==> src/rtl/mips_pkg.sv <==
// rtl/mips_pkg.sv - shared fetch-front-end types and constants for the 16-bit MIPS core
package mips_pkg;

  localparam int WORD_W      = 16;
  localparam int INSTR_BYTES = 2;

  localparam logic [WORD_W-1:0] NOP_INSTR_DEFAULT = 16'h0000;

  typedef enum logic [1:0] {
    IDLE,
    REQ,
    DROP,
    FULL
  } fetch_state_t;

endpackage

==> src/rtl/instr_fetch_unit_if.sv <==
// rtl/instr_fetch_unit_if.sv - req/ack instruction-memory bus between fetch unit and imem
interface instr_fetch_unit_if;
  import mips_pkg::*;

  logic              imem_req;
  logic [WORD_W-1:0] imem_addr;
  logic              imem_ack;
  logic [WORD_W-1:0] imem_rdata;

  modport master (
    output imem_req,
    output imem_addr,
    input  imem_ack,
    input  imem_rdata
  );

  modport slave (
    input  imem_req,
    input  imem_addr,
    output imem_ack,
    output imem_rdata
  );

endinterface

==> src/rtl/instr_fetch_unit.sv <==
// rtl/instr_fetch_unit.sv - PC owner, imem requester, one-entry skid and IF/ID output slot
module instr_fetch_unit
  import mips_pkg::*;
#(
  parameter logic [WORD_W-1:0] RESET_PC  = 16'h0000,
  parameter logic [WORD_W-1:0] NOP_INSTR = NOP_INSTR_DEFAULT
) (
  input  logic                clk,
  input  logic                rst,
  input  logic                PC_Src,
  input  logic [WORD_W-1:0]   branch_target,
  input  logic                stall,
  instr_fetch_unit_if.master  imem,
  output logic                O_valid,
  output logic [WORD_W-1:0]   O_instruction,
  output logic [WORD_W-1:0]   O_PC_plus_two
);

  localparam logic [WORD_W-1:0] STEP = WORD_W'(INSTR_BYTES);

  fetch_state_t      r_state;
  logic [WORD_W-1:0] r_pc;
  logic [WORD_W-1:0] r_req_addr;
  logic [WORD_W-1:0] r_skid_instr;
  logic [WORD_W-1:0] r_skid_pc2;
  logic              r_valid;
  logic [WORD_W-1:0] r_instr;
  logic [WORD_W-1:0] r_pc2;

  fetch_state_t      w_state_nxt;
  logic [WORD_W-1:0] w_pc_nxt;
  logic [WORD_W-1:0] w_req_addr_nxt;
  logic [WORD_W-1:0] w_skid_instr_nxt;
  logic [WORD_W-1:0] w_skid_pc2_nxt;
  logic              w_valid_nxt;
  logic [WORD_W-1:0] w_instr_nxt;
  logic [WORD_W-1:0] w_pc2_nxt;
  logic              w_load;
  logic [WORD_W-1:0] w_load_instr;
  logic [WORD_W-1:0] w_load_pc2;

  logic              w_slot_free;
  logic              w_ack;
  logic [WORD_W-1:0] w_target;
  logic [WORD_W-1:0] w_seq_pc;

  assign w_slot_free = !r_valid || !stall;
  assign w_ack       = imem.imem_ack;
  assign w_target    = {branch_target[WORD_W-1:1], 1'b0};
  assign w_seq_pc    = r_req_addr + STEP;

  always_comb begin
    w_state_nxt      = r_state;
    w_pc_nxt         = r_pc;
    w_req_addr_nxt   = r_req_addr;
    w_skid_instr_nxt = r_skid_instr;
    w_skid_pc2_nxt   = r_skid_pc2;
    w_load           = 1'b0;
    w_load_instr     = imem.imem_rdata;
    w_load_pc2       = w_seq_pc;

    case (r_state)
      IDLE: begin
        w_state_nxt    = REQ;
        w_pc_nxt       = PC_Src ? w_target : r_pc;
        w_req_addr_nxt = PC_Src ? w_target : r_pc;
      end
      REQ: begin
        if (PC_Src) begin
          w_pc_nxt = w_target;
          if (w_ack) w_req_addr_nxt = w_target;
          else       w_state_nxt    = DROP;
        end else if (w_ack) begin
          w_pc_nxt       = w_seq_pc;
          w_req_addr_nxt = w_seq_pc;
          if (w_slot_free) begin
            w_load = 1'b1;
          end else begin
            w_skid_instr_nxt = imem.imem_rdata;
            w_skid_pc2_nxt   = w_seq_pc;
            w_state_nxt      = FULL;
          end
        end
      end
      DROP: begin
        // The stale response must complete before the bus address may move.
        if (PC_Src) w_pc_nxt = w_target;
        if (w_ack) begin
          w_state_nxt    = REQ;
          w_req_addr_nxt = PC_Src ? w_target : r_pc;
        end
      end
      FULL: begin
        if (PC_Src) begin
          w_pc_nxt         = w_target;
          w_req_addr_nxt   = w_target;
          w_skid_instr_nxt = '0;
          w_skid_pc2_nxt   = '0;
          w_state_nxt      = REQ;
        end else if (w_slot_free) begin
          w_load         = 1'b1;
          w_load_instr   = r_skid_instr;
          w_load_pc2     = r_skid_pc2;
          w_req_addr_nxt = r_pc;
          w_state_nxt    = REQ;
        end
      end
      default: w_state_nxt = IDLE;
    endcase

    w_valid_nxt = r_valid;
    w_instr_nxt = r_instr;
    w_pc2_nxt   = r_pc2;
    if (PC_Src) begin
      w_valid_nxt = 1'b0;
      w_instr_nxt = NOP_INSTR;
    end else if (w_load) begin
      w_valid_nxt = 1'b1;
      w_instr_nxt = w_load_instr;
      w_pc2_nxt   = w_load_pc2;
    end else if (r_valid && !stall) begin
      w_valid_nxt = 1'b0;
      w_instr_nxt = NOP_INSTR;
    end
  end

  always_ff @(posedge clk) begin
    if (rst) begin
      r_state      <= IDLE;
      r_pc         <= RESET_PC;
      r_req_addr   <= RESET_PC;
      r_skid_instr <= '0;
      r_skid_pc2   <= '0;
      r_valid      <= 1'b0;
      r_instr      <= NOP_INSTR;
      r_pc2        <= '0;
    end else begin
      r_state      <= w_state_nxt;
      r_pc         <= w_pc_nxt;
      r_req_addr   <= w_req_addr_nxt;
      r_skid_instr <= w_skid_instr_nxt;
      r_skid_pc2   <= w_skid_pc2_nxt;
      r_valid      <= w_valid_nxt;
      r_instr      <= w_instr_nxt;
      r_pc2        <= w_pc2_nxt;
    end
  end

  assign imem.imem_req  = (r_state == REQ) || (r_state == DROP);
  assign imem.imem_addr = r_req_addr;
  assign O_valid        = r_valid;
  assign O_instruction  = r_instr;
  assign O_PC_plus_two  = r_pc2;

endmodule

==> src/flat_wrapper.sv <==
// flat-port wrapper written by rule: the top's interface ports become plain ports
module instr_fetch_unit_flat import mips_pkg::*;
#(
  parameter logic [WORD_W-1:0] RESET_PC  = 16'h0000,
  parameter logic [WORD_W-1:0] NOP_INSTR = NOP_INSTR_DEFAULT
)
  (clk, rst, PC_Src, branch_target, stall, O_valid, O_instruction, O_PC_plus_two, imem_imem_req, imem_imem_addr, imem_imem_ack, imem_imem_rdata);
  instr_fetch_unit_if imem_i ();
  input  logic clk;
  input  logic rst;
  input  logic PC_Src;
  input  logic [WORD_W-1:0] branch_target;
  input  logic stall;
  output logic O_valid;
  output logic [WORD_W-1:0] O_instruction;
  output logic [WORD_W-1:0] O_PC_plus_two;
  output wire logic [$bits(imem_i.imem_req)-1:0] imem_imem_req;
  output wire logic [$bits(imem_i.imem_addr)-1:0] imem_imem_addr;
  input wire logic [$bits(imem_i.imem_ack)-1:0] imem_imem_ack;
  input wire logic [$bits(imem_i.imem_rdata)-1:0] imem_imem_rdata;
  assign imem_imem_req = imem_i.imem_req;
  assign imem_imem_addr = imem_i.imem_addr;
  assign imem_i.imem_ack = imem_imem_ack;
  assign imem_i.imem_rdata = imem_imem_rdata;
  instr_fetch_unit #(.RESET_PC(RESET_PC), .NOP_INSTR(NOP_INSTR)) u_core (.clk(clk), .rst(rst), .PC_Src(PC_Src), .branch_target(branch_target), .stall(stall), .imem(imem_i), .O_valid(O_valid), .O_instruction(O_instruction), .O_PC_plus_two(O_PC_plus_two));
endmodule
==> config.mk <==
export PLATFORM = sky130hd
export DESIGN_NAME = instr_fetch_unit_flat
export DESIGN_NICKNAME = d
export VERILOG_FILES = /design/src/rtl/mips_pkg.sv /design/src/rtl/instr_fetch_unit_if.sv /design/src/rtl/instr_fetch_unit.sv /design/src/flat_wrapper.sv
export SDC_FILE = /design/constraint.sdc
export NUM_CORES = 1
export LEC_CHECK = 0
export BUFFER_PORTS_ARGS = -buffer_cell sky130_fd_sc_hd__buf_4
export CORE_MARGIN = 2
export CORE_UTILIZATION = 55
export CTS_BUF_LIST = sky130_fd_sc_hd__clkbuf_4 sky130_fd_sc_hd__clkbuf_8 sky130_fd_sc_hd__clkbuf_16
export DETAILED_ROUTE_END_ITERATION = 8
export PLACE_DENSITY = 0.91
export SETUP_SLACK_MARGIN = 0.2
export SYNTH_ARGS = -nofsm -noshare
export SYNTH_HDL_FRONTEND = slang
export SYNTH_SLANG_ARGS = --single-unit
export TNS_END_PERCENT = 50
==> constraint.sdc <==
create_clock -name clk -period 2.11 [get_ports clk]
set_input_delay 0 -clock clk [delete_from_list [all_inputs] [get_ports clk]]
set_output_delay 0 -clock clk [all_outputs]
set_load 0.005 [all_outputs]
* Yosys cells after proc, flatten, opt, wreduce, memory -nomap -nowiden *
Index checks and enable logic that the tools add are counted.

storage, ports and cells
  register bits = 99
  input bits = 37
  output and inout port bits = 50
  logic and storage cells = 73

cells by class
  $add $sub $neg = 1
  equality and inequality tests = 11
  muxes and demuxes = 38
  bitwise gates (word level) = 1
  reductions and logical operators = 14

operators by type and width
  operator                 count
  $mux W16                 19
  $pmux W16 S2             3
  $pmux W16 S4             1
  $add A16 B2 Y16 const B  1
  $mux W2                  7
  $ne A3 B3 Y1 const B     3
  $ne A2 B2 Y1 const B     4
  $pmux W2 S4              1
  $mux W1                  6
  $reduce_and A5 Y1        1
  $eq A2 B2 Y1 const B     2
  $reduce_and A4 Y1        1
  $reduce_bool A2 Y1       2
  $ne A3 B2 Y1 const B     1
  $reduce_and A3 Y1        1
  $reduce_or A3 Y1         1
  $eq A2 B1 Y1 const B     1
  $logic_not A1 Y1         2
  $logic_not A2 Y1         1
  $logic_or A1 B1 Y1       2
  $pmux W1 S2              1
  $reduce_and A2 Y1        1
  $reduce_or A2 Y1         1
  $logic_and A1 B1 Y1      1
  $not A1 Y1               1

* Longest topological paths before layout *
  word-level depth = 7
  gate-level depth with buffers = 9
  gate-level depth less buffers = 7

* Worst setup path after synthesis *
No wires, ideal clock.

  kind = register to register
  start point = reg u_core.r_state[0]
  end point = reg u_core.r_instr[5] (netlist: u_core.O_instruction[5])
  data arrival time = 1.571 ns
  required time = 1.982 ns
  setup slack = 0.411 ns
  cell stages (with the launch flop) = 8
  cell sequence = dfxtp_1 -> ha_1 -> a21boi_2 -> buf_2 -> mux2i_1 -> nor2_1 -> a21oi_1 -> nor2_1

on the way
  longest elaborated chain between the ends = 3
  elaborated cells between the ends (all ways) = 6
  classes of those cells = eq/ne (2); mux (3); reduce/logical (1)

ends and longest elaborated chain
  what                                                   RTL line                 text
  start, declared                                        instr_fetch_unit.sv:21   fetch_state_t r_state;
  start signal, assigned                                 instr_fetch_unit.sv:138  r_state <= w_state_nxt;
  $eq A2 B2 Y1 / $eq A2 B1 Y1 (equally long branches)    instr_fetch_unit.sv:62   case (r_state)
  $pmux W1 S2 / $mux W16 (equally long branches)         instr_fetch_unit.sv:62
  $mux W16 / $reduce_bool A2 Y1 (equally long branches)  --
  end signal, assigned                                   instr_fetch_unit.sv:144  r_instr <= w_instr_nxt;
  end, declared                                          instr_fetch_unit.sv:27   logic [WORD_W-1:0] r_instr;

Several ways; a longest one is shown, not always the timed one.
A chain may end at the register's enable or synchronous reset.

* Worst setup path after layout *
  start point = reg u_core.r_req_addr[2] (netlist: u_core.imem.imem_addr[2])
  end point = reg u_core.r_pc[13]

on the way
  longest elaborated chain between the ends = 4

ends and longest elaborated chain
  what                    RTL line                 text
  start, declared         instr_fetch_unit.sv:23   logic [WORD_W-1:0] r_req_addr;
  start signal, assigned  instr_fetch_unit.sv:140  r_req_addr <= w_req_addr_nxt;
  $add A16 B2 Y16         instr_fetch_unit.sv:50   assign w_seq_pc = r_req_addr + STEP;
  $mux W16                instr_fetch_unit.sv:73   end else if (w_ack) begin
  $mux W16                instr_fetch_unit.sv:69   if (PC_Src) begin
  $pmux W16 S2            instr_fetch_unit.sv:62
  end signal, assigned    instr_fetch_unit.sv:139  r_pc <= w_pc_nxt;
  end, declared           instr_fetch_unit.sv:22   logic [WORD_W-1:0] r_pc;

No other way between the ends. The select of a mux whose other input is x is not followed.

==> flow_metrics.py <==
metrics = {
    "cts": {
        "cts_tree": "yes",
        "clock_tree.root_cell": "clkbuf_8",
        "clockBufferDepth": 2,
        "h-tree-depth": 3,
        "cts_clk_pin_slew_worst_paths_ns": 0.11,
        "cts_made_buffers": 9,
        "post_cts_buffers": 0,
        "insertion_delay_ns": 0.39,
        "clock_sink_count": 99,
    },
    "sta": {
        "totalNegativeSetupSlack_ns": 0,
        "final.min_clock_period_ns": 1.920,
        "relSlewSlack": 0.6473,
        "final-setup-viol-count": 0,
        "total_count_of_max_transition_violations_in_the_final_report": 0,
        "setup_repair_after_global_routing_missed_its_margin": "true",
        "number_of_hold_violations_in_the_final_report": 0,
        "min_period_over_period": 0.9098,
        "worst_skew_ns": 0.02187,
        "worst-slew-pin-transition_ns": 0.5252,
        "fmaxAchievable_mhz": 520.9,
        "fin_worst_hold_slack_ns": 0.01926,
    },
    "placed_design": {
        "placed_standard_cell_area_um2": 5468,
        "place_congestion": 0.9744,
        "port_buffers": 85,
        "place_hpwl_mm": 9.242,
        "place.detailed.instances": 742,
    },
    "logic_synthesis": {
        "ys.flop_type": "dfxtp_1",
        "ys_ff_latch": 99,
        "synth-edff-count": 0,
        "netlist.top_cell.by_area": "dfxtp_1",
        "async_set_or_reset_flop_fraction_in_the_synthesized_netlist": 0,
        "synth_mux_area_frac": 0.03910,
        "synth-seq-area-share": 0.4272,
        "post_synth.cell_area_avg_um2": 8.241,
        "yosys.area_share.simple": 0.2112,
        "yosysTopAreaCellShare": 0.4272,
        "synth_top_family_by_area": "compound AO/OA/AOI/OAI gates",
        "post_synth_fa_ha_maj_area_fraction": 0.01348,
        "synth_compound_gate_area_share": 0.2295,
        "syn-instance-count": 563,
        "netlist_top_cells_area": "dfxtp_1, nor2_1, nand2_1, a21oi_1, a22oi_1",
        "yosysUniqueCellTypes": 55,
        "postSynthNetCount": 605,
        "synth.yosys.warnings": 0,
        "yosys.area_share.xor_xnor": 0.02427,
        "syn-cell-area_um2": 4639,
    },
    "cells_and_area": {
        "most_frequent_standard_cell_in_the_layout_excluding_fill_and_tap_cells": "buf_4",
        "n_antenna_cell": 0,
        "drive_above_1_share": 0.2357,
        "nets": 720,
        "stdcell_area_um2": 6033,
        "layout_overhead_on_the_synthesized_area_pct": 30.04,
        "post_layout_nonfiller_instances": 788,
        "commonest_non_fill_non_tap_cells_in_the_layout": "buf_4, nor2_1, dfxtp_1",
    },
    "global_route": {
        "first_global_vias": 4638,
        "grt_first_pass_wirelength_mm": 22.02,
        "antenna_found_initial": 0,
        "grt_start_max_net_pins": 40,
        "grt_remaining_overflow": 0,
        "grt_use_total": 0.3098,
    },
    "detailed_routing": {
        "ant_nets": 0,
        "wirelength_mm": 14.20,
        "vias": 4924,
        "drt_iter0_drc": 548,
        "drcViolationCount": 0,
        "detail_route.wl_per_cell_um": 18.01,
        "drt-pass1-iter-count": 7,
        "avgViaCountPerCell": 6.249,
    },
    "worst_setup_path": {
        "path_class": "reg -> reg",
        "r2r_start": "u_core.imem.imem_addr[2]",
        "crit_reg_reg_endpoint": "u_core.r_pc[13]",
        "worst_ep_arrival_time_ns": 2.26,
        "worstPathBufferInverterCount": 0,
        "worstPathRequired_ns": 2.45,
        "cpPeakStageDelay_ns": 0.43,
        "crit_path_end_kind": "flop",
        "worstPathCellList": "ha_1 > and4_1 > and3_1 > xor2_1 > nand3b_1 > a32o_1",
        "worstPathMaxFanout": 6,
        "worst_setup_path_start_kind": "flop",
        "reg2reg_slack_ns": 0.19,
        "critical-path-slowest-cell": "xor2_1",
        "r2r.worst_path.cells": 6,
        "worst_path_dominant_cell_family": "simple AND/OR/NAND/NOR gates",
    },
    "worst_hold_path": {
        "hold_path_origin": "branch_target[10]",
        "hold_path_class": "in -> reg",
        "hold-path-endpoint": "u_core.r_pc[10]",
        "min_path_cells": 4,
    },
    "power_and_ir_drop": {
        "vdd_drop_max_mv": 0.4356,
        "static-leakage-power_nw": 2.381,
        "power.density_cell_area_nw_per_um2": 689.9,
    },
    "floorplanning": {
        "fp.coreArea_um2": 8217,
        "floorplan.die.width_um": 95.85,
        "ioPinCount": 87,
        "die_area_um2": 9186,
        "chipHeight_um": 95.85,
        "rows": 33,
        "start_util": 0.5646,
    },
    "outcome": {
        "run_status": "finished clean",
    },
    "run": {
        "timing.max_cap.violations": 0,
    },
}
synth_stat cells, drive strengths merged, types with 3 or more instances:
cell type,n
nor2,100
dfxtp,99
nand2,66
a21oi,48
a22oi,31
clkbuf,31
o21ai,24
nand3,20
mux2i,17
inv,10
o211ai,10
a31oi,9
buf,8
xor2,8
nand2b,6
a311oi,5
ha,5
nor2b,5
nor3,5
a211oi,4
a222oi,4
a32o,4
and3,4
xnor2,4
a221oi,3
and4,3
nand4,3
nor4,3
o22ai,3
o32ai,3
what timing repair did:
| action | in CTS | in global routing |
|---|---|---|
| pin swaps | 0 | 3 |
| setup endpoints to repair | 19 | 44 |
| resized for setup | 4 | 19 |
| hold endpoints to repair | 39 | 0 |
| hold buffers | 30 | 0 |
registers in the layout, summed over array words and instances, names as in the netlist:
signal / count
u_core.r_state: 2
u_core.imem.imem_addr: 16
u_core.r_pc: 16
u_core.O_instruction: 16
u_core.O_PC_plus_two: 16
u_core.r_skid_instr: 16
u_core.O_valid: 1
u_core.r_skid_pc2: 16
cells by family (layout without fill, tap and decap cells):
group,Yosys count,count (layout)
AOI/OAI and AO/OA,161,161
xor gates and xnor gates,12,12
adders and majority gates,5,5
buffers and inverters,50,170
DFF,99,99
muxes,18,18
and+or+nand+nor,218,218
worst register-to-register path, delay by kind of cell, from the launching register on:
family          cells  cell delay (ns)
fa+ha+maj           1             0.25
xor+xnor            1             0.43
flops               1             0.41
compound gates      1             0.13
simple gates        3             0.66
how the worst max path moves through the flow:
stage,startpoint,end,slack (ns),cells past startpoint
after detailed placement,u_core.r_state[1],u_core.imem.imem_addr[13],0.12,6
final,u_core.imem.imem_addr[2],u_core.r_pc[13],0.19,6
after CTS,u_core.imem.imem_addr[6],u_core.imem.imem_addr[14],0.20,5
after global placement,u_core.r_state[1],u_core.imem.imem_addr[3],0.21,7
after global routing,u_core.imem.imem_addr[2],u_core.O_PC_plus_two[13],0.13,6
after floorplan,u_core.r_state[0],u_core.O_instruction[5],0.41,7
through the flow:
stage          worst slack, ns  utilization  total power, mW
6_report                0.1902       0.7343            4.162
5_1_grt                 0.1345       0.7343            4.310
4_1_cts                 0.1975       0.7277            4.111
3_5_place_dp            0.1167       0.6654            2.850
3_3_place_gp            0.2128       0.6654            2.814
2_1_floorplan           0.4109            -            2.516
metal layers:
| metal | vias up | share of wire | global-route usage |
|---|---|---|---|
| met5 | - | 0 | 0 |
| li1 | 2231 | - | - |
| met2 | 352 | 0.49 | 0.5070 |
| met3 | 50 | 0.095 | 0.06735 |
| met4 | 0 | 0.032 | 0.1583 |
| met1 | 2291 | 0.38 | 0.3838 |
power breakdown:
group	leakage [nW]	switching, mW	internal, mW	total, mW
registers	0.808	0.0852	1.95	2.04
clock network	0.0998	0.776	0.474	1.25
logic	1.47	0.488	0.389	0.877
layout make-up:
type | instances | area, µm²
repair buffers | 144 | 1194
clock buffers | 9 | 123.9
fillers | 543 | 2183
flip-flops and latches | 99 | 1996
clock inverters | 7 | 80.08
inverters | 10 | 37.54
multi-input cells | 414 | 2471
well taps | 105 | 131.4
(Power assumes the default switching activity.)
